===== src/rtl/back_ground_layers.sv =====
// ---------------------------------------------------------------------------
// back_ground_layers
//
// Background generator for the VGA path. Draws the default field colour, a
// one-pixel border ring, four bracket lines, and NUM_RECTS run-time
// programmable rectangles on top. The result is one registered RRRGGGBB pixel.
//
// Rectangle descriptors are written into a shadow bank at any time. The whole
// shadow bank is copied into the active bank on startOfFrame, so a frame
// never mixes old and new geometry.
//
// Optional feature (macro BG_BLINK_EN):
//   A frame counter toggles a blink phase every BLINK_FRAMES frames. While
//   the phase is 1 the bracket lines are hidden. Without the macro the
//   counter does not exist and the brackets are always drawn.
//
// Ports:
//   clk           pixel clock
//   resetN        asynchronous active-low reset
//   pixelX/Y      current pixel coordinates (11 bit)
//   startOfFrame  one-cycle pulse; commits shadow -> active
//   wrEn          write strobe for one rectangle descriptor
//   wrIdx         target layer; indices >= NUM_RECTS are ignored
//   wrX0..wrY1    inclusive rectangle bounds
//   wrColor       fill colour
//   wrEnable      layer visible when 1
//   BG_RGB        registered background pixel (1 clock latency)
//   layerHit      registered; pixel came from a rectangle
//   layerIdx      registered index of the winning rectangle, 0 if none
// ---------------------------------------------------------------------------
module back_ground_layers #(
    parameter  int X_FRAME        = 639,
    parameter  int Y_FRAME        = 479,
    parameter  int BRACKET_OFFSET = 10,
    parameter  int NUM_RECTS      = 4,
    parameter  int BLINK_FRAMES   = 30,
    localparam int IDX_W          = (NUM_RECTS > 1) ? $clog2(NUM_RECTS) : 1
) (
    input  logic             clk,
    input  logic             resetN,
    input  logic [10:0]      pixelX,
    input  logic [10:0]      pixelY,
    input  logic             startOfFrame,
    input  logic             wrEn,
    input  logic [IDX_W-1:0] wrIdx,
    input  logic [10:0]      wrX0,
    input  logic [10:0]      wrX1,
    input  logic [10:0]      wrY0,
    input  logic [10:0]      wrY1,
    input  logic [7:0]       wrColor,
    input  logic             wrEnable,
    output logic [7:0]       BG_RGB,
    output logic             layerHit,
    output logic [3:0]       layerIdx
);

    // Elaboration-time parameter sanity checks.
    if (NUM_RECTS < 1 || NUM_RECTS > 16) begin : g_bad_num_rects
        $error("back_ground_layers: NUM_RECTS must be 1..16");
    end
    if (BLINK_FRAMES < 1 || BLINK_FRAMES > 255) begin : g_bad_blink_frames
        $error("back_ground_layers: BLINK_FRAMES must be 1..255");
    end

    localparam logic [7:0] COLOR_DEFAULT = 8'h58;
    localparam logic [7:0] COLOR_BORDER  = 8'hFC;
    localparam logic [7:0] COLOR_BRACKET = 8'hFF;
    localparam logic [7:0] COLOR_OFF     = 8'h00;
    localparam logic [7:0] COLOR_RESET   = 8'hFF;

    localparam logic [10:0] X_LAST    = 11'(X_FRAME);
    localparam logic [10:0] Y_LAST    = 11'(Y_FRAME);
    localparam logic [10:0] BR_LO     = 11'(BRACKET_OFFSET);
    localparam logic [10:0] BR_X_HI   = 11'(X_FRAME - BRACKET_OFFSET);
    localparam logic [10:0] BR_Y_HI   = 11'(Y_FRAME - BRACKET_OFFSET);

    typedef struct packed {
        logic [10:0] x0;
        logic [10:0] x1;
        logic [10:0] y0;
        logic [10:0] y1;
        logic [7:0]  color;
        logic        en;
    } rect_t;

    rect_t shadow_q [NUM_RECTS];
    rect_t shadow_d [NUM_RECTS];
    rect_t active_q [NUM_RECTS];
    rect_t active_d [NUM_RECTS];

    logic [7:0] bg_rgb_q,    bg_rgb_d;
    logic       layer_hit_q, layer_hit_d;
    logic [3:0] layer_idx_q, layer_idx_d;

    logic       bracket_hide;

    // -----------------------------------------------------------------------
    // Descriptor banks
    // -----------------------------------------------------------------------
    rect_t wr_desc;
    assign wr_desc = '{x0: wrX0, x1: wrX1, y0: wrY0, y1: wrY1,
                       color: wrColor, en: wrEnable};

    always_comb begin
        shadow_d = shadow_q;
        for (int k = 0; k < NUM_RECTS; k++) begin
            // Comparing against k (not indexing by wrIdx) drops out-of-range
            // indices naturally when NUM_RECTS is not a power of two.
            if (wrEn && (int'(wrIdx) == k)) begin
                shadow_d[k] = wr_desc;
            end
        end
    end

    // Commit takes the post-write shadow so a write in the commit cycle
    // lands in the same frame.
    always_comb begin
        active_d = active_q;
        if (startOfFrame) begin
            active_d = shadow_d;
        end
    end

    always_ff @(posedge clk or negedge resetN) begin
        if (!resetN) begin
            for (int k = 0; k < NUM_RECTS; k++) begin
                shadow_q[k] <= '0;
                active_q[k] <= '0;
            end
        end else begin
            shadow_q <= shadow_d;
            active_q <= active_d;
        end
    end

    // -----------------------------------------------------------------------
    // Bracket blink
    // -----------------------------------------------------------------------
`ifdef BG_BLINK_EN
    localparam logic [7:0] BLINK_LAST = 8'(BLINK_FRAMES - 1);

    logic [7:0] blink_cnt_q,   blink_cnt_d;
    logic       blink_phase_q, blink_phase_d;

    always_comb begin
        blink_cnt_d   = blink_cnt_q;
        blink_phase_d = blink_phase_q;
        if (startOfFrame) begin
            if (blink_cnt_q == BLINK_LAST) begin
                blink_cnt_d   = 8'd0;
                blink_phase_d = ~blink_phase_q;
            end else begin
                blink_cnt_d   = blink_cnt_q + 8'd1;
            end
        end
    end

    always_ff @(posedge clk or negedge resetN) begin
        if (!resetN) begin
            blink_cnt_q   <= 8'd0;
            blink_phase_q <= 1'b0;
        end else begin
            blink_cnt_q   <= blink_cnt_d;
            blink_phase_q <= blink_phase_d;
        end
    end

    assign bracket_hide = blink_phase_q;
`else
    assign bracket_hide = 1'b0;
`endif

    // -----------------------------------------------------------------------
    // Pixel path
    // -----------------------------------------------------------------------
    logic       in_view;
    logic       on_border;
    logic       on_bracket;
    logic       rect_hit;
    logic [3:0] rect_idx;
    logic [7:0] rect_color;

    assign in_view    = (pixelX <= X_LAST) && (pixelY <= Y_LAST);
    assign on_border  = (pixelX == 11'd0) || (pixelY == 11'd0) ||
                        (pixelX == X_LAST) || (pixelY == Y_LAST);
    assign on_bracket = (pixelX == BR_LO) || (pixelY == BR_LO) ||
                        (pixelX == BR_X_HI) || (pixelY == BR_Y_HI);

    // Parallel compares; a later (higher) index overrides an earlier one.
    // x0 > x1 or y0 > y1 can never satisfy both bounds, so such a
    // rectangle is simply empty.
    always_comb begin
        rect_hit   = 1'b0;
        rect_idx   = 4'd0;
        rect_color = 8'h00;
        for (int k = 0; k < NUM_RECTS; k++) begin
            if (active_q[k].en &&
                (pixelX >= active_q[k].x0) && (pixelX <= active_q[k].x1) &&
                (pixelY >= active_q[k].y0) && (pixelY <= active_q[k].y1)) begin
                rect_hit   = 1'b1;
                rect_idx   = 4'(k);
                rect_color = active_q[k].color;
            end
        end
    end

    always_comb begin
        bg_rgb_d    = COLOR_DEFAULT;
        layer_hit_d = 1'b0;
        layer_idx_d = 4'd0;
        if (!in_view) begin
            bg_rgb_d = COLOR_OFF;
        end else if (rect_hit) begin
            bg_rgb_d    = rect_color;
            layer_hit_d = 1'b1;
            layer_idx_d = rect_idx;
        end else if (on_bracket && !bracket_hide) begin
            bg_rgb_d = COLOR_BRACKET;
        end else if (on_border) begin
            bg_rgb_d = COLOR_BORDER;
        end
    end

    always_ff @(posedge clk or negedge resetN) begin
        if (!resetN) begin
            bg_rgb_q    <= COLOR_RESET;
            layer_hit_q <= 1'b0;
            layer_idx_q <= 4'd0;
        end else begin
            bg_rgb_q    <= bg_rgb_d;
            layer_hit_q <= layer_hit_d;
            layer_idx_q <= layer_idx_d;
        end
    end

    assign BG_RGB   = bg_rgb_q;
    assign layerHit = layer_hit_q;
    assign layerIdx = layer_idx_q;

endmodule


===== config.mk =====
export PLATFORM = sky130hd
export DESIGN_NAME = back_ground_layers
export DESIGN_NICKNAME = d
export VERILOG_FILES = /design/src/rtl/back_ground_layers.sv
export SDC_FILE = /design/constraint.sdc
export NUM_CORES = 1
export LEC_CHECK = 0
export BUFFER_PORTS_ARGS = -buffer_cell sky130_fd_sc_hd__buf_4
export CORE_ASPECT_RATIO = 0.8
export CORE_MARGIN = 4
export CORE_UTILIZATION = 65
export DETAILED_ROUTE_END_ITERATION = 10
export GPL_ROUTABILITY_DRIVEN = 0
export PLACE_DENSITY = 0.81
export SKIP_LAST_GASP = 1
export SLEW_MARGIN = 10
export SYNTH_ARGS = -nofsm -noshare
export SYNTH_HDL_FRONTEND = slang
export SYNTH_SLANG_ARGS = --single-unit

===== constraint.sdc =====
create_clock -name clk -period 6.05 [get_ports clk]
set_input_delay 0.3025 -clock clk [delete_from_list [all_inputs] [get_ports clk]]
set_output_delay 0.3025 -clock clk [all_outputs]
set_load 0.01 [all_outputs]

==> impl_results.md <==
* Fin nets at 2112
* Core Area at 0.0307 mm²
* Later-pin clock latency in the skew report at 0.55 ns
* Routed WL at between 40000 and 50000 µm
* Post-route minimum period at approximately 3.8 ns
* Gr ovfl total at 0
* Worst Path Arrival at 4.21 ns
* Synth Area per Inst at between 10 and 15 µm²
* Reg2reg setup slack at between 2 and 2.5 ns
* Clock Path Buffers at 3
* Endpoints failing hold at 0
* Worst Setup End Kind: flip-flop
* CTS tree: done
* Post-cts resize count at 0
* Fmax at between 0.2 and 0.3 GHz
* Commonest cells in the netlist: dfrtp_1, mux2_2, o21ai_0
* DRT Pass-1 Iters at 5
* Synth Register Bits at 435
* Drt via density at 6.08
* Synth warnings at 0
* Unique masters post-synth at a little over 60
* Initial antenna violation count at 0
* Layout Cells excl Fill at 2298
* Share of cells above drive strength 1 at 0.238
* Initial DRC count at about 1.3k
* Tot GR Track Use at 0.289
* Most common cell in the netlist: dfrtp_1
* Worst-margin pin slew at around 1.2 ns
* Slew Viols, Final at 0
* End-of-flow core utilization at 0.748
* Synthesized instance count at around 1.8k
* Die Height at around 170 µm
* Post-placement cell count at roughly 2.2k
* Clk slew on worst S/H paths at 0.07 ns
* Seq/Total Area, Yosys at 0.533
* Top cells by area, synth: dfrtp_1, mux2_2, ha_1
* Dpl hpwl at 32200 µm
* Final Setup Violations at 0
* Largest net degree at the start of global routing at 160
* Period utilization at 0.625
* Cell Area, Synth at 0.0204 mm²
* DP Worst Slack at 2.36 ns
* Post-DRT Antenna Nets at 0
* Vias in the first global route at 14.5k
* P_leak at 10.8 nW
* Multi-input combinational cell area at 0.00865 mm²
* Worst hold path class: in -> reg
* Number of synthesized flops with an enable pin at 0
* Status: finished clean
* Total of max-cap violations at 0
* CP max FO at 11
* Die W at 206 µm
* Ys async rst share at 1.00
* VDD IR-drop max at ~240 µV
* Diodes inserted at 0
* Routed vias at 14.0k
* Primary FF master, synth: dfrtp_1
* Layout area overhead at 12.2%
* RSZ-0062 raised after global routing: no
* First-pass GRT wire length at 78800 µm
* Io pins at 94
* Die ar. at 0.0344 mm²
* R2R depth at 10
* Site Rows at 57
* # DRC at 0
* Number of I/O port buffers at 91
* Synth top area share at 0.523
* Hold buffers post-CTS at 1
* Worst hold margin at about 0.036 ns
* Starting Density at 0.667
* Critical Path Source Type: flip-flop
* CTS Buf Count at 42
* H-tree Lvls at 2
* WL per Instance at 21.2 µm
* Slew headroom at 0.173
* CTS Root Cell: clkbuf_16
* Post-route worst setup slack at 2.27 ns
* Reg area at 0.0109 mm²
* Fillcell total at 2047
* Largest area contributor in the netlist: dfrtp_1
* Clock sink total at approximately 440
* Worst Clk Skew at roughly 0.016 ns
* PD cells at around 350 mW/mm²
* Setup Buffers After CTS at 0
* Critical path type: reg -> reg
* Setup TNS at 0 ns
* Hold Path Depth at 2
* Critical Path RT at around 6.5 ns
## worst max-delay path, cell delays in order, from the launching register on
cell and delay (ns):
dfrtp_1 0.32, inv_1 0.06, ha_1 0.30, nand4_1 0.15, nor4_1 0.37, o221ai_1 0.15
a2111oi_0 1.02, o211a_1 0.50, or2_1 0.34, nor4_1 0.12, a311oi_1 0.33
## routing by layer
metal | global-route usage | part of all wire | vias to the layer above
met5 | 0 | 0 | -
met4 | 0.0688 | 0.017 | 0
met3 | 0.0540 | 0.071 | 69
met2 | 0.424 | 0.45 | 467
met1 | 0.453 | 0.47 | 7110
li1 | - | - | 6323
## logic make-up (layout without fill, tap and decap cells)
group,after synthesis,after routing,synth area share
xor gates and xnor gates,2,2,0.000857
buffers and inverters,242,348,0.0452
other,1,2,0.000183
and+or+nand+nor,327,327,0.0728
DFF,435,435,0.533
adders and majority gates,176,176,0.108
muxes,259,259,0.143
AOI/OAI and AO/OA,336,336,0.0977
## per-stage QoR
stage               total power [W]  cell area [µm²]
floorplan                   0.00469            20500
finish                      0.00799            22900
CTS                         0.00800            22900
global placement            0.00514            21500
detailed placement          0.00526            21500
global route                0.00839            22900
## report_power, final
group	switching [W]	internal, W
sequential	0.000185	0.00345
combinational	0.000925	0.000700
clock	0.00111	0.00162
## final timing paths
path                                             end                startpoint
max                              BG_RGB[1]$_DFF_PN1_  active_q[88]$_DFFE_PN0P_
min reg2reg                   shadow_q[95]$_DFF_PN0_    shadow_q[95]$_DFF_PN0_
max reg2reg                      BG_RGB[1]$_DFF_PN1_  active_q[88]$_DFFE_PN0P_
min                           shadow_q[45]$_DFF_PN0_                   wrX0[3]
max in group asynchronous  active_q[144]$_DFFE_PN0P_                    resetN
min in group asynchronous    shadow_q[183]$_DFF_PN0_                    resetN
## sequential cells by signal (all words and copies together) (netlist names)
signal / flops
layerIdx: 2
shadow_q: 212
active_q: 212
layerHit: 1
BG_RGB: 8
## cell usage in the layout (no fill, tap or decap), drive strengths merged, types with 5 or more instances in the layout
master	netlist	layout
dfrtp	427	427
mux2	259	259
o21ai	199	199
nand2	192	192
ha	176	176
inv	172	172
buf	4	101
clkbuf	66	64
a21oi	50	50
nor2	29	29
nand4	25	25
nand3	23	23
a21o	19	19
nor3	18	18
a211oi	13	13
dfstp	8	8
a31oi	7	7
clkinv	0	7
o211ai	7	7
nand3b	6	6
nand2b	6	6
and3	6	6
a211o	5	5
a311o	5	5
a2111oi	5	5
## area by class of cell
class / instances / area share
inverters: 172 / 0.0281
multi-input cells: 1102 / 0.377
repair buffers: 102 / 0.0347
flip-flops and latches: 435 / 0.475
clock buffers: 64 / 0.0574
well taps: 413 / 0.0225
clock inverters: 10 / 0.00545
No activity file was read; power rests on OpenSTA's default activity.
